**config.mk**
```make
export PLATFORM = sky130hd
export DESIGN_NAME = prach_ditfft3_bf2
export DESIGN_NICKNAME = d
export VERILOG_FILES = /design/src/rtl/prach_ditfft3_bf2.sv
export SDC_FILE = /design/constraint.sdc
export NUM_CORES = 2
export LEC_CHECK = 0
export BUFFER_PORTS_ARGS = -buffer_cell sky130_fd_sc_hd__buf_2
export CAP_MARGIN = 20
export CORE_ASPECT_RATIO = 1.4
export CORE_MARGIN = 5
export CORE_UTILIZATION = 37
export DETAILED_ROUTE_END_ITERATION = 16
export RECOVER_POWER = 50
export REMOVE_ABC_BUFFERS = 1
export SLEW_MARGIN = 5
export SYNTH_ARGS = -nofsm -noshare
export SYNTH_HDL_FRONTEND = slang
export SYNTH_SLANG_ARGS = --single-unit
```
**constraint.sdc**
```tcl
create_clock -name clk -period 9.55 [get_ports clk]
set_clock_uncertainty 0.05 [all_clocks]
set_input_delay 0.4775 -clock clk [delete_from_list [all_inputs] [get_ports clk]]
set_output_delay 0.4775 -clock clk [all_outputs]
set_load 0.01 [all_outputs]
```
**src/rtl/prach_ditfft3_bf2.sv**
```systemverilog
// Radix-3 DIT butterfly for the PRACH FFT. It takes (a, s, d) sample triplets and emits X0, X1, X2
// on consecutive cycles. The rounding is half-up and the overall gain is 1/2.
module prach_ditfft3_bf2 #(
  parameter logic signed [17:0] COEF = 18'sd113512
) (
  input  logic               clk,
  input  logic               rst,
  input  logic signed [17:0] din_dr,
  input  logic signed [17:0] din_di,
  input  logic               din_dv,
  input  logic               sync_in,
  output logic signed [17:0] dout_dr,
  output logic signed [17:0] dout_di,
  output logic               dout_dv,
  output logic               sync_out
);

  localparam logic [1:0] PH_0 = 2'd0;
  localparam logic [1:0] PH_1 = 2'd1;
  localparam logic [1:0] PH_2 = 2'd2;

  localparam logic [1:0] EMIT_IDLE = 2'd0;
  localparam logic [1:0] EMIT_X1   = 2'd1;
  localparam logic [1:0] EMIT_X2   = 2'd2;

  localparam logic signed [37:0] ROUND_HALF = 38'sd131072;
  localparam logic signed [37:0] SAT_MAX    = 38'sd131071;
  localparam logic signed [37:0] SAT_MIN    = -38'sd131072;

  logic [1:0] phase;
  logic [1:0] emit_state;
  logic       cap_sync;
  logic       v0, v1, v2, v3;
  logic       s0, s1, s2, s3;

  logic signed [17:0] cap_a_re, cap_a_im, cap_s_re, cap_s_im;
  logic signed [17:0] trip_a_re, trip_a_im, trip_s_re, trip_s_im, trip_d_re, trip_d_im;

  logic signed [37:0] x0_acc_re, x0_acc_im, base_re, base_im;
  logic signed [35:0] tw_re, tw_im;

  logic signed [37:0] acc_x0_re, acc_x0_im, acc_x1_re, acc_x1_im, acc_x2_re, acc_x2_im;
  logic signed [17:0] r_x0_re, r_x0_im, r_x1_re, r_x1_im, r_x2_re, r_x2_im;
  logic signed [17:0] h_x1_re, h_x1_im, h_x2_re, h_x2_im;

  // Adds one half LSB, keeps bits [.. :18] (half-up rounding, gain 1/2), then clamps to 18 bits.
  function automatic logic signed [17:0] round_sat(input logic signed [37:0] acc);
    logic signed [37:0] q;
    q = (acc + ROUND_HALF) >>> 18;
    if (q > SAT_MAX)      round_sat = 18'sd131071;
    else if (q < SAT_MIN) round_sat = -18'sd131072;
    else                  round_sat = q[17:0];
  endfunction

  // Control path: phase tracking, valid/sync pipeline, output sequencing.
  // NOTE: every register is written with <= so that all flops see pre-edge values.
  always_ff @(posedge clk) begin
    if (rst) begin
      phase      <= PH_0;
      cap_sync   <= 1'b0;
      v0         <= 1'b0;
      v1         <= 1'b0;
      v2         <= 1'b0;
      v3         <= 1'b0;
      s0         <= 1'b0;
      s1         <= 1'b0;
      s2         <= 1'b0;
      s3         <= 1'b0;
      emit_state <= EMIT_IDLE;
      dout_dv    <= 1'b0;
      sync_out   <= 1'b0;
      dout_dr    <= '0;
      dout_di    <= '0;
    end else begin
      v0 <= 1'b0;
      if (din_dv) begin
        // A sync sample always opens a new triplet, which drops any partial one.
        if (sync_in) begin
          phase    <= PH_1;
          cap_sync <= 1'b1;
        end else begin
          case (phase)
            PH_0: begin
              phase    <= PH_1;
              cap_sync <= 1'b0;
            end
            PH_1:    phase <= PH_2;
            default: begin
              phase <= PH_0;
              v0    <= 1'b1;
            end
          endcase
        end
      end
      s0 <= cap_sync;
      v1 <= v0;
      s1 <= s0;
      v2 <= v1;
      s2 <= s1;
      v3 <= v2;
      s3 <= s2;

      dout_dv  <= 1'b0;
      sync_out <= 1'b0;
      if (v3) begin
        dout_dv    <= 1'b1;
        sync_out   <= s3;
        dout_dr    <= r_x0_re;
        dout_di    <= r_x0_im;
        emit_state <= EMIT_X1;
      end else begin
        case (emit_state)
          EMIT_X1: begin
            dout_dv    <= 1'b1;
            dout_dr    <= h_x1_re;
            dout_di    <= h_x1_im;
            emit_state <= EMIT_X2;
          end
          EMIT_X2: begin
            dout_dv    <= 1'b1;
            dout_dr    <= h_x2_re;
            dout_di    <= h_x2_im;
            emit_state <= EMIT_IDLE;
          end
          default: emit_state <= EMIT_IDLE;
        endcase
      end
    end
  end

  // Datapath: capture -> products -> sums -> round/saturate -> hold.
  // NOTE: these registers have no reset. The valid pipeline above qualifies them, so stale contents are never emitted.
  always_ff @(posedge clk) begin
    if (din_dv) begin
      if (sync_in || phase == PH_0) begin
        cap_a_re <= din_dr;
        cap_a_im <= din_di;
      end else if (phase == PH_1) begin
        cap_s_re <= din_dr;
        cap_s_im <= din_di;
      end else begin
        trip_a_re <= cap_a_re;
        trip_a_im <= cap_a_im;
        trip_s_re <= cap_s_re;
        trip_s_im <= cap_s_im;
        trip_d_re <= din_dr;
        trip_d_im <= din_di;
      end
    end

    if (v0) begin
      x0_acc_re <= (38'(trip_a_re) + 38'(trip_s_re)) <<< 17;
      x0_acc_im <= (38'(trip_a_im) + 38'(trip_s_im)) <<< 17;
      base_re   <= (38'(trip_a_re) <<< 17) - (38'(trip_s_re) <<< 16);
      base_im   <= (38'(trip_a_im) <<< 17) - (38'(trip_s_im) <<< 16);
      tw_re     <= 36'(COEF) * 36'(trip_d_im);
      tw_im     <= 36'(COEF) * 36'(trip_d_re);
    end

    if (v1) begin
      acc_x0_re <= x0_acc_re;
      acc_x0_im <= x0_acc_im;
      acc_x1_re <= base_re - 38'(tw_re);
      acc_x1_im <= base_im + 38'(tw_im);
      acc_x2_re <= base_re + 38'(tw_re);
      acc_x2_im <= base_im - 38'(tw_im);
    end

    if (v2) begin
      r_x0_re <= round_sat(acc_x0_re);
      r_x0_im <= round_sat(acc_x0_im);
      r_x1_re <= round_sat(acc_x1_re);
      r_x1_im <= round_sat(acc_x1_im);
      r_x2_re <= round_sat(acc_x2_re);
      r_x2_im <= round_sat(acc_x2_im);
    end

    // X1/X2 wait here while X0 is on the output. The next triplet cannot reach this stage for three cycles.
    if (v3) begin
      h_x1_re <= r_x1_re;
      h_x1_im <= r_x1_im;
      h_x2_re <= r_x2_re;
      h_x2_im <= r_x2_im;
    end
  end

endmodule

```
After elaboration in Yosys (flattened, before gate mapping)

Index checks and enable logic that the tools add are counted.

Bits in registers: 789
Input bits: 40
Output and inout bits: 38
Logic and storage cells: 115

Add/subtract/negate cells: 14
Multiply operators: 2
Order comparisons: 12
Eq/ne operators: 3
Muxes and demuxes: 19
Bitwise operators: 4
Reductions and logical operators: 13

Operators with widths:

| cell                     | number |
|---|---|
| $add A38 B19 Y38 const B | 6 |
| $mux W18                 | 8 |
| $gt A20 B18 Y1 const B   | 6 |
| $lt A20 B18 Y1 const B   | 6 |
| $add A38 B36 Y38         | 2 |
| $sub A38 B36 Y38         | 2 |
| $pmux W18 S2             | 2 |
| $sub A35 B34 Y36         | 2 |
| $mul A15 B18 Y33 const A | 2 |
| $add A18 B18 Y19         | 2 |
| $reduce_or A2 Y1         | 4 |
| $mux W1                  | 6 |
| $reduce_and A3 Y1        | 2 |
| $eq A2 B1 Y1 const B     | 2 |
| $mux W2                  | 2 |
| $not A1 Y1               | 4 |
| $pmux W2 S2              | 1 |
| $reduce_and A2 Y1        | 2 |
| $reduce_bool A3 Y1       | 1 |
| $reduce_or A3 Y1         | 1 |
| $eq A2 B2 Y1 const B     | 1 |
| $logic_not A2 Y1         | 1 |
| $reduce_bool A2 Y1       | 1 |
| $logic_or A1 B1 Y1       | 1 |

Longest topological paths before layout

Depth after elaboration: 4
Gate-level depth with buffers: 22

Worst setup path after synthesis

OpenSTA, ideal clock, no wires.

Kind: input to register
From: input din_dv
To: register trip_a_im[0], enable pin
Library setup time: 731 ps
Arrival: 8410 ps
Slack: 359 ps
Stages: 2
Path buffers: 0
Cell sequence: inv_1 -> nor3b_1

Cells in the longest elaborated chain, start to end: 1

Ends and longest elaborated chain:

| item                               | line | RTL |
|---|---|---|
| start, declared                    | 10   | `input logic din_dv,` |
| $reduce_and A3 Y1 (no source line) | -    |  |
| end signal, assigned               | 143  | `trip_a_im <= cap_a_im;` |
| end, declared                      | 37   | `logic signed [17:0] trip_a_re, trip_a_im, trip_s_re, trip_s_im, trip_d_re, trip_d_im;` |

No other way between the ends.
A chain may end at the register's enable or synchronous reset.

Worst setup path after layout

From: register trip_d_re[17]
To: register tw_im[35], data pin

Cells in the longest elaborated chain, start to end: 1

Ends and longest elaborated chain:

| item                   | line | RTL |
|---|---|---|
| start, declared        | 37   |  |
| start signal, assigned | 146  | `trip_d_re <= din_dr;` |
| $mul A15 B18 Y33       | 157  | `tw_im <= 36'(COEF) * 36'(trip_d_re);` |
| end signal, assigned   | 157  |  |
| end, declared          | 40   | `logic signed [35:0] tw_re, tw_im;` |

No other way between the ends.

==> flow_summary.ini <==
[timing]
finalSetupTns_ps = 0
max_freq_ghz = 0.156
finalSetupViolations = 0
worst_pin_slew_ps = 3360
hold_slack_ps = 102
slew_headroom = -1.24
final_hold_viol_count = 0
drv_slew = 423
period_share = 0.672
grt_setup_unrepaired = no
min_period_ps = 6420

[place]
portBuffers = 77
dp_hpwl_mm = 73.5
routabilityCongestion = 0.887

[die]
die_area_um2 = 125000
row_count = 148
coreArea_um2 = 116000
initial_core_util = 0.373
die_w_um = 300
boundaryPins = 78
die_h_um = 416

[detailed_routing]
vias_per_cell = 4.83
drt_wl_total_mm = 91.0
wl_per_cell_um = 16.8
drt_pass1_iterations = 5
post-route-drc-count = 0
via_count = 26233
drt_iter0_drc = 1329
drtAntennaViolNets = 0

[synth]
synth_top_flop_cell = edfxtp_1
ys_warn_count = 0
yosysTopAreaCell = edfxtp_1
synth_cell_type_count = 91
ys_seq_elements = 677
synth.most_common_cell = edfxtp_1
avgSynthCellArea_um2 = 11.5
synth_commonest_cells = 626 x edfxtp_1, 588 x inv_1, 384 x ha_1, 288 x nor2_1, 269 x fa_1
synthTopCellsByArea = edfxtp_1 43%, fa_1 12%, ha_1 11%, inv_1 5.1%, xnor2_1 3.5%
synth_seq_area_share = 0.456
yosysTopAreaCellShare = 0.432
syn_inst = 3779
synth_area_um2 = 43500
synth_edf_count = 626
ys_async_sr_fraction = 0

[flow_run]
cap_violations = 8

[critical_path]
start_kind = register
worstPathArrival_ps = 6790
crit_path_start = trip_d_re[17]
end_kind = register
r2r-start = trip_d_re[17]
path_max_fanout = 21
worstSetupPathType = reg2reg
required_ps = 9920
reg2reg_depth = 19

[clock_tree]
cts_num_sinks = 677
cts.path.max_buffers = 3
cts_root_buf = clkbuf_16
cts_resized = 0
tritoncts = built
insertion_delay_ps = 640
cts-buffers-inserted = 71
ctsHtreeMaxLevel = 3
cts_setup_buffers = 0
clk_pin_slew_ps = 70
ctsHoldBuffers = 0

[run_status]
status = complete, but fails checks
violations = capacitance limit, slew limit

[power_and_ir_drop]
ir_drop_mv = 0.111
p_leak_nw = 19.5
p_total_mw = 6.91
powerDensity_nw_per_um2 = 144

[global_route]
grt_use_total = 0.148
met3_usage = 0.0174
busiest_layer = met2
grt_pass1_vias = 27555
grt_max_degree = 76
antenna_found_initial = 7
grt_util_met1 = 0.182
use_met2 = 0.267
grt_pass1_wl_mm = 147
grt_overflow = 0

[worst_hold_path]
min_from = din_dv
hp-class = in2reg
hold_path_depth = 3

[cells_and_area]
fin_util = 0.411
area_growth_pct = 10.1
nNetsFinal = 4560
drive_gt1_frac = 0.0492
-- state kept, by name (all words and copies together) (netlist names), 20 cells and up --
register / count
acc_x1_im: 21
acc_x1_re: 21
acc_x2_im: 21
acc_x2_re: 21
base_im: 20
base_re: 20
tw_im: 33
tw_re: 33
-- final timing paths --
path | slack [ps] | endpoint
max | 3130 | tw_im[35]
min | 100 | cap_sync
max reg2reg | 3130 | tw_im[35]
min reg2reg | 360 | trip_s_re[17]
-- critical path, cell delays in order, from the launching register on --
cell and delay [ps]:
edfxtp_1 710, ha_1 520, inv_1 70, fa_1 480
inv_1 50, fa_1 530, fa_1 450, fa_1 550
inv_1 50, fa_1 500, inv_1 40, ha_1 350
a21oi_1 150, o21ai_0 130, or4_1 490, a21oi_1 180
o311ai_1 200, a41oi_2 370, a21oi_1 110, a311oi_1 240
-- report_power, final --
| group | internal [mW] | switching (mW) | leakage (nW) |
|---|---|---|---|
| clock network | 1.65 | 1.16 | 1.16 |
| logic | 0.334 | 0.491 | 12.3 |
| registers | 3.27 | 0.00887 | 6.07 |
| total | 5.25 | 1.66 | 19.5 |
-- final cells by class --
type,count,area [um^2]
Antenna cell,3,7.51
Clock buffer,85,1880
Clock inverter,46,513
Fill cell,11031,68600
Inverter,588,2210
Multi-Input combinational cell,2438,21200
Sequential cell,677,19800
Tap cell,1500,1880
Timing Repair Buffer,91,403
-- metal layers --
metal,wire length (um),up-vias,share of wire
met1,39200,12518,0.43
met5,0,-,0
met4,2900,0,0.032
met3,2750,124,0.030
li1,-,13181,-
met2,46200,410,0.51
-- placed cells by master (no fill, tap or decap), types with 19 or more instances in the layout --
master     Yosys  routed
inv_1        588     588
nor2b_1       43      43
nor3_1        57      56
and3_1        35      35
xnor2_1      173     173
o21a_1        20      20
mux2i_1       39      39
a21oi_1      214     214
nand3_1       80      80
edfxtp_1     626     626
ha_1         384     383
a21o_1        64      64
buf_2          1      19
o21bai_1      27      27
clkbuf_16      0      73
xor2_1       115     115
nand2b_1      28      28
dfxtp_1       51      51
nand2_1      144     144
o21ai_0      150     150
fa_1         269     269
clkbuf_1      61      73
nor2_1       288     288
a31oi_1       25      25
nand4_1       31      31
-- through the flow --
stage                     worst slack [ps]  instances  instance area [um^2]
after floorplan                        359       3703                 43200
after global placement                3220       5293                 45600
after detailed placement              3100       5293                 45600
after CTS                             3070       5424                 48000
after global routing                  2680       5427                 47900
final                                 3130       5428                 47900
-- logic make-up after synthesis --
logic type / count (synthesis) / synth area share
buf+inv: 664 / 0.0580
mux: 41 / 0.00949
simple gates: 807 / 0.0898
xor+xnor: 288 / 0.0580
fa+ha+maj: 656 / 0.235
flops: 677 / 0.456
compound gates: 646 / 0.0941
(Power assumes the default switching activity.)
